<file path="src/rtl/ls_station_pkg.sv">
// rtl/ls_station_pkg.sv - shared constants and types for the load/store reservation station
package ls_station_pkg;

   localparam int LSS_DEPTH   = 4;
   localparam int LSS_ENTRY_W = 42;
   localparam int PREG_W      = 6;
   localparam int ROB_W       = 4;
   localparam int IMM_W       = 16;

   localparam int MEM_REN_BIT = 41;
   localparam int MEM_WEN_BIT = 40;
   localparam int ROB_MSB     = 39;
   localparam int ROB_LSB     = 36;
   localparam int PRD_MSB     = 35;
   localparam int PRD_LSB     = 30;
   localparam int PRS_MSB     = 29;
   localparam int PRS_LSB     = 24;
   localparam int VRS_BIT     = 23;
   localparam int PRT_MSB     = 22;
   localparam int PRT_LSB     = 17;
   localparam int VRT_BIT     = 16;
   localparam int IMM_MSB     = 15;
   localparam int IMM_LSB     = 0;

   typedef logic [LSS_ENTRY_W-1:0] lss_entry_t;
   typedef logic [LSS_DEPTH-1:0]   lss_ptr_t;

   // one-hot pointer advance: 0001 -> 0010 -> 0100 -> 1000 -> 0001
   function automatic lss_ptr_t lss_rotl(input lss_ptr_t p);
      return {p[LSS_DEPTH-2:0], p[LSS_DEPTH-1]};
   endfunction

endpackage

</file>
<file path="src/rtl/ls_station_tag_match.sv">
// rtl/ls_station_tag_match.sv - compares one completing tag against every entry's source tag
module ls_station_tag_match
   import ls_station_pkg::*;
(
   input  logic                             en_i,
   input  logic [PREG_W-1:0]                tag_i,
   input  logic [LSS_DEPTH-1:0][PREG_W-1:0] entry_tags_i,
   input  logic [LSS_DEPTH-1:0]             valid_i,
   output logic [LSS_DEPTH-1:0]             match_o
);

   // an entry matches only when it is occupied and a register-writing completion is present
   always_comb begin
      match_o = '0;
      for (int i = 0; i < LSS_DEPTH; i++) begin
         match_o[i] = en_i & valid_i[i] & (entry_tags_i[i] == tag_i);
      end
   end

endmodule

</file>
<file path="src/rtl/ls_station.sv">
// rtl/ls_station.sv - 4-entry in-order load/store reservation station
module ls_station
   import ls_station_pkg::*;
(
   input  logic              clk,
   input  logic              rst,
   input  logic              isDispatch,
   input  logic [ROB_W-1:0]  rob_num_dp,
   input  logic [PREG_W-1:0] p_rd_new,
   input  logic [PREG_W-1:0] p_rs,
   input  logic              v_rs,
   input  logic [PREG_W-1:0] p_rt,
   input  logic              v_rt,
   input  logic              mem_ren,
   input  logic              mem_wen,
   input  logic [IMM_W-1:0]  immed,
   input  logic              stall_hazard,
   input  logic              recover,
   input  logic [ROB_W-1:0]  rob_num_rec,
   input  logic [PREG_W-1:0] p_rd_compl,
   input  logic              RegDest_compl,
   input  logic              complete,
   output logic [PREG_W-1:0] p_rs_out,
   output logic [PREG_W-1:0] p_rt_out,
   output logic [PREG_W-1:0] p_rd_out,
   output logic [IMM_W-1:0]  immed_out,
   output logic              RegDest_out,
   output logic              mem_ren_out,
   output logic              mem_wen_out,
   output logic              issue,
   output logic              lss_full
);

   logic [LSS_DEPTH-1:0][LSS_ENTRY_W-1:0] entry_q, entry_d;
   lss_ptr_t                              valid_q, valid_d;
   lss_ptr_t                              head_q, head_d;
   lss_ptr_t                              tail_q, tail_d;

   logic [LSS_DEPTH-1:0][PREG_W-1:0]      rs_tags, rt_tags;
   logic [LSS_DEPTH-1:0]                  rs_match_array, rt_match_array;
   logic                                  snoop_en;
   logic                                  dispatch;
   logic                                  retire;
   logic                                  head_valid, head_vrs, head_vrt;
   lss_entry_t                            dp_entry;

   assign snoop_en = complete & RegDest_compl;
   assign lss_full = &valid_q;
   assign dispatch = isDispatch & (mem_ren | mem_wen) & ~lss_full & ~recover;

   // gather per-entry source tags for the two snoop comparators
   always_comb begin
      rs_tags = '0;
      rt_tags = '0;
      for (int i = 0; i < LSS_DEPTH; i++) begin
         rs_tags[i] = entry_q[i][PRS_MSB:PRS_LSB];
         rt_tags[i] = entry_q[i][PRT_MSB:PRT_LSB];
      end
   end

   ls_station_tag_match u_rs_match (
      .en_i         (snoop_en),
      .tag_i        (p_rd_compl),
      .entry_tags_i (rs_tags),
      .valid_i      (valid_q),
      .match_o      (rs_match_array)
   );

   ls_station_tag_match u_rt_match (
      .en_i         (snoop_en),
      .tag_i        (p_rd_compl),
      .entry_tags_i (rt_tags),
      .valid_i      (valid_q),
      .match_o      (rt_match_array)
   );

   // expose the head entry's fields; data is shown even when the slot is empty
   always_comb begin
      p_rs_out    = '0;
      p_rt_out    = '0;
      p_rd_out    = '0;
      immed_out   = '0;
      mem_ren_out = 1'b0;
      mem_wen_out = 1'b0;
      head_vrs    = 1'b0;
      head_vrt    = 1'b0;
      for (int i = 0; i < LSS_DEPTH; i++) begin
         if (head_q[i]) begin
            p_rs_out    = entry_q[i][PRS_MSB:PRS_LSB];
            p_rt_out    = entry_q[i][PRT_MSB:PRT_LSB];
            p_rd_out    = entry_q[i][PRD_MSB:PRD_LSB];
            immed_out   = entry_q[i][IMM_MSB:IMM_LSB];
            mem_ren_out = entry_q[i][MEM_REN_BIT];
            mem_wen_out = entry_q[i][MEM_WEN_BIT];
            head_vrs    = entry_q[i][VRS_BIT];
            head_vrt    = entry_q[i][VRT_BIT];
         end
      end
   end

   assign RegDest_out = mem_ren_out;
   assign head_valid  = |(valid_q & head_q);
   assign issue       = head_valid & head_vrs & head_vrt & (mem_ren_out | mem_wen_out)
                        & ~stall_hazard & ~recover;
   // a squashed op at the head leaves silently, regardless of readiness or stall
   assign retire      = head_valid & ~(mem_ren_out | mem_wen_out) & ~recover;

   // build the incoming entry, catching a completion that arrives in the same cycle
   always_comb begin
      dp_entry                  = '0;
      dp_entry[MEM_REN_BIT]     = mem_ren;
      dp_entry[MEM_WEN_BIT]     = mem_wen;
      dp_entry[ROB_MSB:ROB_LSB] = rob_num_dp;
      dp_entry[PRD_MSB:PRD_LSB] = p_rd_new;
      dp_entry[PRS_MSB:PRS_LSB] = p_rs;
      dp_entry[VRS_BIT]         = v_rs | (snoop_en & (p_rs == p_rd_compl));
      dp_entry[PRT_MSB:PRT_LSB] = p_rt;
      dp_entry[VRT_BIT]         = v_rt | (snoop_en & (p_rt == p_rd_compl));
      dp_entry[IMM_MSB:IMM_LSB] = immed;
   end

   // next-state: snoop wakeup, recovery squash, head advance, tail write
   always_comb begin
      entry_d = entry_q;
      valid_d = valid_q;
      head_d  = head_q;
      tail_d  = tail_q;
      for (int i = 0; i < LSS_DEPTH; i++) begin
         if (rs_match_array[i]) entry_d[i][VRS_BIT] = 1'b1;
         if (rt_match_array[i]) entry_d[i][VRT_BIT] = 1'b1;
         if (recover && valid_q[i] && (entry_q[i][ROB_MSB:ROB_LSB] == rob_num_rec)) begin
            entry_d[i][MEM_REN_BIT] = 1'b0;
            entry_d[i][MEM_WEN_BIT] = 1'b0;
         end
      end
      if (issue || retire) begin
         valid_d = valid_d & ~head_q;
         head_d  = lss_rotl(head_q);
      end
      if (dispatch) begin
         for (int i = 0; i < LSS_DEPTH; i++) begin
            if (tail_q[i]) entry_d[i] = dp_entry;
         end
         valid_d = valid_d | tail_q;
         tail_d  = lss_rotl(tail_q);
      end
   end

   // state registers with synchronous active-low reset
   always_ff @(posedge clk) begin
      if (!rst) begin
         entry_q <= '0;
         valid_q <= '0;
         head_q  <= 4'b0001;
         tail_q  <= 4'b0001;
      end else begin
         entry_q <= entry_d;
         valid_q <= valid_d;
         head_q  <= head_d;
         tail_q  <= tail_d;
      end
   end

endmodule

</file>
<file path="config.mk">
export PLATFORM = sky130hd
export DESIGN_NAME = ls_station
export DESIGN_NICKNAME = d
export VERILOG_FILES = /design/src/rtl/ls_station_pkg.sv /design/src/rtl/ls_station_tag_match.sv /design/src/rtl/ls_station.sv
export SDC_FILE = /design/constraint.sdc
export NUM_CORES = 1
export LEC_CHECK = 0
export CORE_MARGIN = 3
export CORE_UTILIZATION = 56
export CTS_CLUSTER_DIAMETER = 100
export DETAILED_ROUTE_END_ITERATION = 10
export GPL_TIMING_DRIVEN = 0
export HOLD_SLACK_MARGIN = 0.03
export PLACE_DENSITY_LB_ADDON = 0.08
export SYNTH_ARGS = -nofsm -noshare
export SYNTH_HDL_FRONTEND = slang
export SYNTH_HIERARCHICAL = 1
export SYNTH_SLANG_ARGS = --single-unit
export TNS_END_PERCENT = 100
</file>
<file path="constraint.sdc">
create_clock -name clk -period 1.64 [get_ports clk]
set_clock_uncertainty 0.05 [all_clocks]
set_input_delay 0.328 -clock clk [delete_from_list [all_inputs] [get_ports clk]]
set_output_delay 0.328 -clock clk [all_outputs]
set_load 0.02 [all_outputs]
</file>
==> reports/results.ini, run 1 <==
[die]
die_y_um=130
start_util=0.579
rows=44
io_pins=98
fp.dieW_um=130

[clocking]
hold_buffers=0
clock_sinks=180
h-tree-depth=4
cts_buffer_depth=2
numCtsBuffers=17
cts_root_buf=clkbuf_16

[place]
dp_hpwl_um=18800
placed_area_mm2=0.00986
portBuffers=94
place.gp.congestion=0.929
dp_cells=1429

[sta]
grt-worst-endpoint=issue
worst_endpoint_kind=top-level output

[synthesis]
syn_inst=1151
synth_fp_nets=1210
syn_area_mm2=0.00855
synth_area_per_cell_um2=7.43
synth_seq_cells=180
synth-edff-count=0
yosysWarnings=6
yosysSeqAreaShare=0.422
ys.flop_type=dfxtp_1
ys_types=44
ys_async_sr_fraction=0
yosys-top-cells-area=dfxtp_1, nand2_1, a21oi_1
synth_top_area_frac=0.422
synth_top_area_cell=dfxtp_1

[status]
status=aborted with a tool error
lastStage=global routing
error=[ERROR GRT-0232] Routing congestion too high. Check the congestion heatmap in the GUI.

[global_route]
globalRouteOverflowTotal=70
antenna_found_initial=10
grt_max_degree=17
grt_usage=0.788

-- metrics by stage --
stage / util / hold slack (ns) / TNS (ns) / worst slack, ns
after CTS: 0.792 / 0.248 / -20.15 / -0.541
after detailed placement: 0.668 / 0.396 / -183.05 / -1.07
after global placement: 0.668 / 0.392 / -177.18 / -1.08
after floorplan: - / 0.386 / -0.626 / -0.0378
-- layer usage --
metal,track usage,overflow
met5,0.438,0
met4,0.763,32
met3,0.661,1
met2,0.934,35
met1,0.786,2
-- cells in the mapped netlist, drive strengths merged, types with 2 or more instances --
cell type,n
a221oi,2
nor2,6
inv,8
a41oi,2
clkbuf,55
nand2,392
o31ai,8
o21ai,35
xnor2,42
a311oi,4
dfxtp,180
a21oi,244
a22oi,2
nand3,19
and2,4
o221ai,3
nand2b,6
xor2,25
buf,34
a32o,2
mux2i,6
nor3,5
a22o,3
o2111ai,3
nor4,11
nand3b,40
-- what timing repair did --
item	CTS
resized for setup	436
setup buffers	25
cloned	10
pin swaps	53
setup endpoints to repair	219
-- logic make-up after synthesis --
family                 after synthesis  share of synthesized area
AO/OA/AOI/OAI                      311                      0.197
multiplexers                         6                    0.00703
XOR/XNOR                            67                     0.0687
flip-flops                         180                      0.422
AND/OR/NAND/NOR                    489                      0.250
buffers and inverters               98                     0.0549
==> run 2: changes to the inputs <==
--- a/config.mk
+++ b/config.mk
@@ -6,12 +6,10 @@
 export NUM_CORES = 1
 export LEC_CHECK = 0
 export CORE_MARGIN = 3
-export CORE_UTILIZATION = 56
-export CTS_CLUSTER_DIAMETER = 100
+export CORE_UTILIZATION = 40
 export DETAILED_ROUTE_END_ITERATION = 10
 export GPL_TIMING_DRIVEN = 0
-export HOLD_SLACK_MARGIN = 0.03
-export PLACE_DENSITY_LB_ADDON = 0.08
+export PLACE_DENSITY_LB_ADDON = 0.15
 export SYNTH_ARGS = -nofsm -noshare
 export SYNTH_HDL_FRONTEND = slang
 export SYNTH_HIERARCHICAL = 1
==> run 2 against run 1 <==
The flow now finishes, with violations (setup timing). Synthesized cell count is the same. Area after synthesis stayed put.
==> reports/results.ini, run 2 <==
[critical_path]
cp_cell_sequence=buf_12 > buf_8 > buf_6 > nand2_1 > a21oi_1 > a21oi_1 > o21ai_2 > buf_6
max_stage_delay_ns=0.38
worst_path_max_delay_cell=dfxtp_4
cp_max_fo=10
cp-start-kind=register
worst-setup-path-type=register to primary output
endpoint_kind=primary output
arrival_ns=1.89
worstRegToRegCells=11
cp.required_ns=1.26

[sta]
holdWs_ns=0.203
worst-slew-pin-transition_ns=0.923
setup_ws_ns=-0.625
grt_setup_unrepaired=true
finalCriticalPeriod_ns=2.27
relSlewSlack=0.384
fin_setup_tns_ns=-57.09
hold_viol=0
setup_viol=218
min_period_over_period=1.38
slew_viol_final=0
fmax_mhz=441

[die]
core_mm2=0.0206
fp.dieW_um=152
dieArea_mm2=0.0232
rows=52
io_pins=98
die_y_um=152
start_util=0.414

[clocking]
cts_tree=yes
cts_root_buf=clkbuf_16
numCtsBuffers=17
cts_buffer_depth=2
path_clk_slew_ns=0.07
hold_buffers=0
clock_sinks=180
h-tree-depth=4
clk-insertion-delay-late_ns=0.44

[place]
post-place-ws_ns=-1.15
dp_hpwl_um=20200
portBuffers=94
place.gp.congestion=0.907
placed_area_mm2=0.00997
dp_cells=1515

[hold_path]
min_path_type=input port to register
holdPathStages=3

[route]
num_vias=9385
drtPass1Iterations=7
route.antenna.remaining_nets=0
wire_per_inst_um=22.6
routed_wl_um=36300
via_per_inst=5.84
first_iter_violations=913
route.detailed.drc=0

[synthesis]
synth_seq_cells=180
synth_top_area_frac=0.422
yosysMostFrequentCell=nand2_1
yosysWarnings=6
syn_inst=1151
synth_top_area_cell=dfxtp_1
synth_area_per_cell_um2=7.43
syn_area_mm2=0.00855
yosysSeqAreaShare=0.422
ys_async_sr_fraction=0
ys_types=44
ys.flop_type=dfxtp_1
synth_fp_nets=1210
synth_common_cells=nand2_1, a21oi_1, dfxtp_1, clkbuf_1, xnor2_1
synth-edff-count=0
yosys-top-cells-area=dfxtp_1, nand2_1, a21oi_1

[layout]
instances_no_fill=1608
drive_gt1_frac=0.452
design_area_mm2=0.0137
max_flop_register=entry_q
layout_common_cells=nand2_1, dfxtp_1, a21oi_2
largest_reg_flops=168
area_growth_pct=60.7
final_common_cell=nand2_1
final_nets=1383

[global_route]
antenna_found_initial=2
grt_pass1_wl_um=51100
grt_usage=0.281
grt_pass1_vias=8670
grt_max_degree=17
globalRouteOverflowTotal=0

[power]
peakVddDrop_mv=0.715
p_per_area_mw_per_mm2=743
leakage_nw=4.95

[flow_run]
maxCapViolCount=0

[status]
violations=setup timing
status=finished, violations left

-- run 2: cell counts after synthesis --
Identical to the previous run, type by type.
-- run 2: per-stage QoR --
stage / total power, mW / util
after floorplan: 5.12 / -
after global placement: 5.61 / 0.483
after detailed placement: 5.61 / 0.483
after CTS: 9.92 / 0.609
after global routing: 10.4 / 0.666
final: 10.2 / 0.666
-- run 2: worst max-delay path: cells and delay by family, from the launching register on --
family          cells  cell delay [ns]
flops               1             0.38
compound gates      3             0.40
simple gates        1             0.09
buf+inv             4             0.57
-- run 2: path summary, 6_finish.rpt --
kind	start	end	slack, ns
worst max-delay path	head_q[1]	immed_out[9]	-0.63
worst min-delay path	rst	head_q[1]	0.20
worst max register to register	valid_q[3]	entry_q[147]	-0.31
worst min register to register	entry_q[130]	entry_q[130]	0.40
-- run 2: area by class of cell --
class	instances	area (µm²)
Clock inverter	13	134
Sequential cell	180	3630
Clock buffer	19	453
Buffer	88	956
Inverter	9	33.8
Tap cell	270	338
Fill cell	1619	6890
Antenna cell	1	2.50
Multi-Input combinational cell	874	6300
Timing Repair Buffer	154	1890
-- run 2: cells by family (layout without fill, tap and decap cells) --
logic type	count (synthesis)	count (layout)	share of synthesized area
AOI/OAI and AO/OA	311	311	0.197
xor gates and xnor gates	67	67	0.0687
buffers and inverters	98	283	0.0549
DFF	180	180	0.422
muxes	6	6	0.00703
other	0	1	0
and+or+nand+nor	489	490	0.250
-- run 2: what timing repair did --
action                     4_1_cts  5_1_grt
setup endpoints to repair      219      219
setup buffers                   42       10
resized for setup              545      395
pin swaps                       28      118
cloned                          22        6
-- run 2: layer usage --
layer  share of wire  global-route usage
met2            0.47               0.457
met1            0.41               0.365
met4           0.046               0.117
met3           0.080              0.0568
met5         0.00033                   0
-- run 2: where the power goes --
group / switching (mW) / internal, mW / total [mW]
Sequential: 0.0687 / 4.43 / 4.50
Combinational: 0.868 / 0.646 / 1.51
Clock: 1.87 / 2.32 / 4.19
Note: power is estimated with default switching activity, not from simulation.
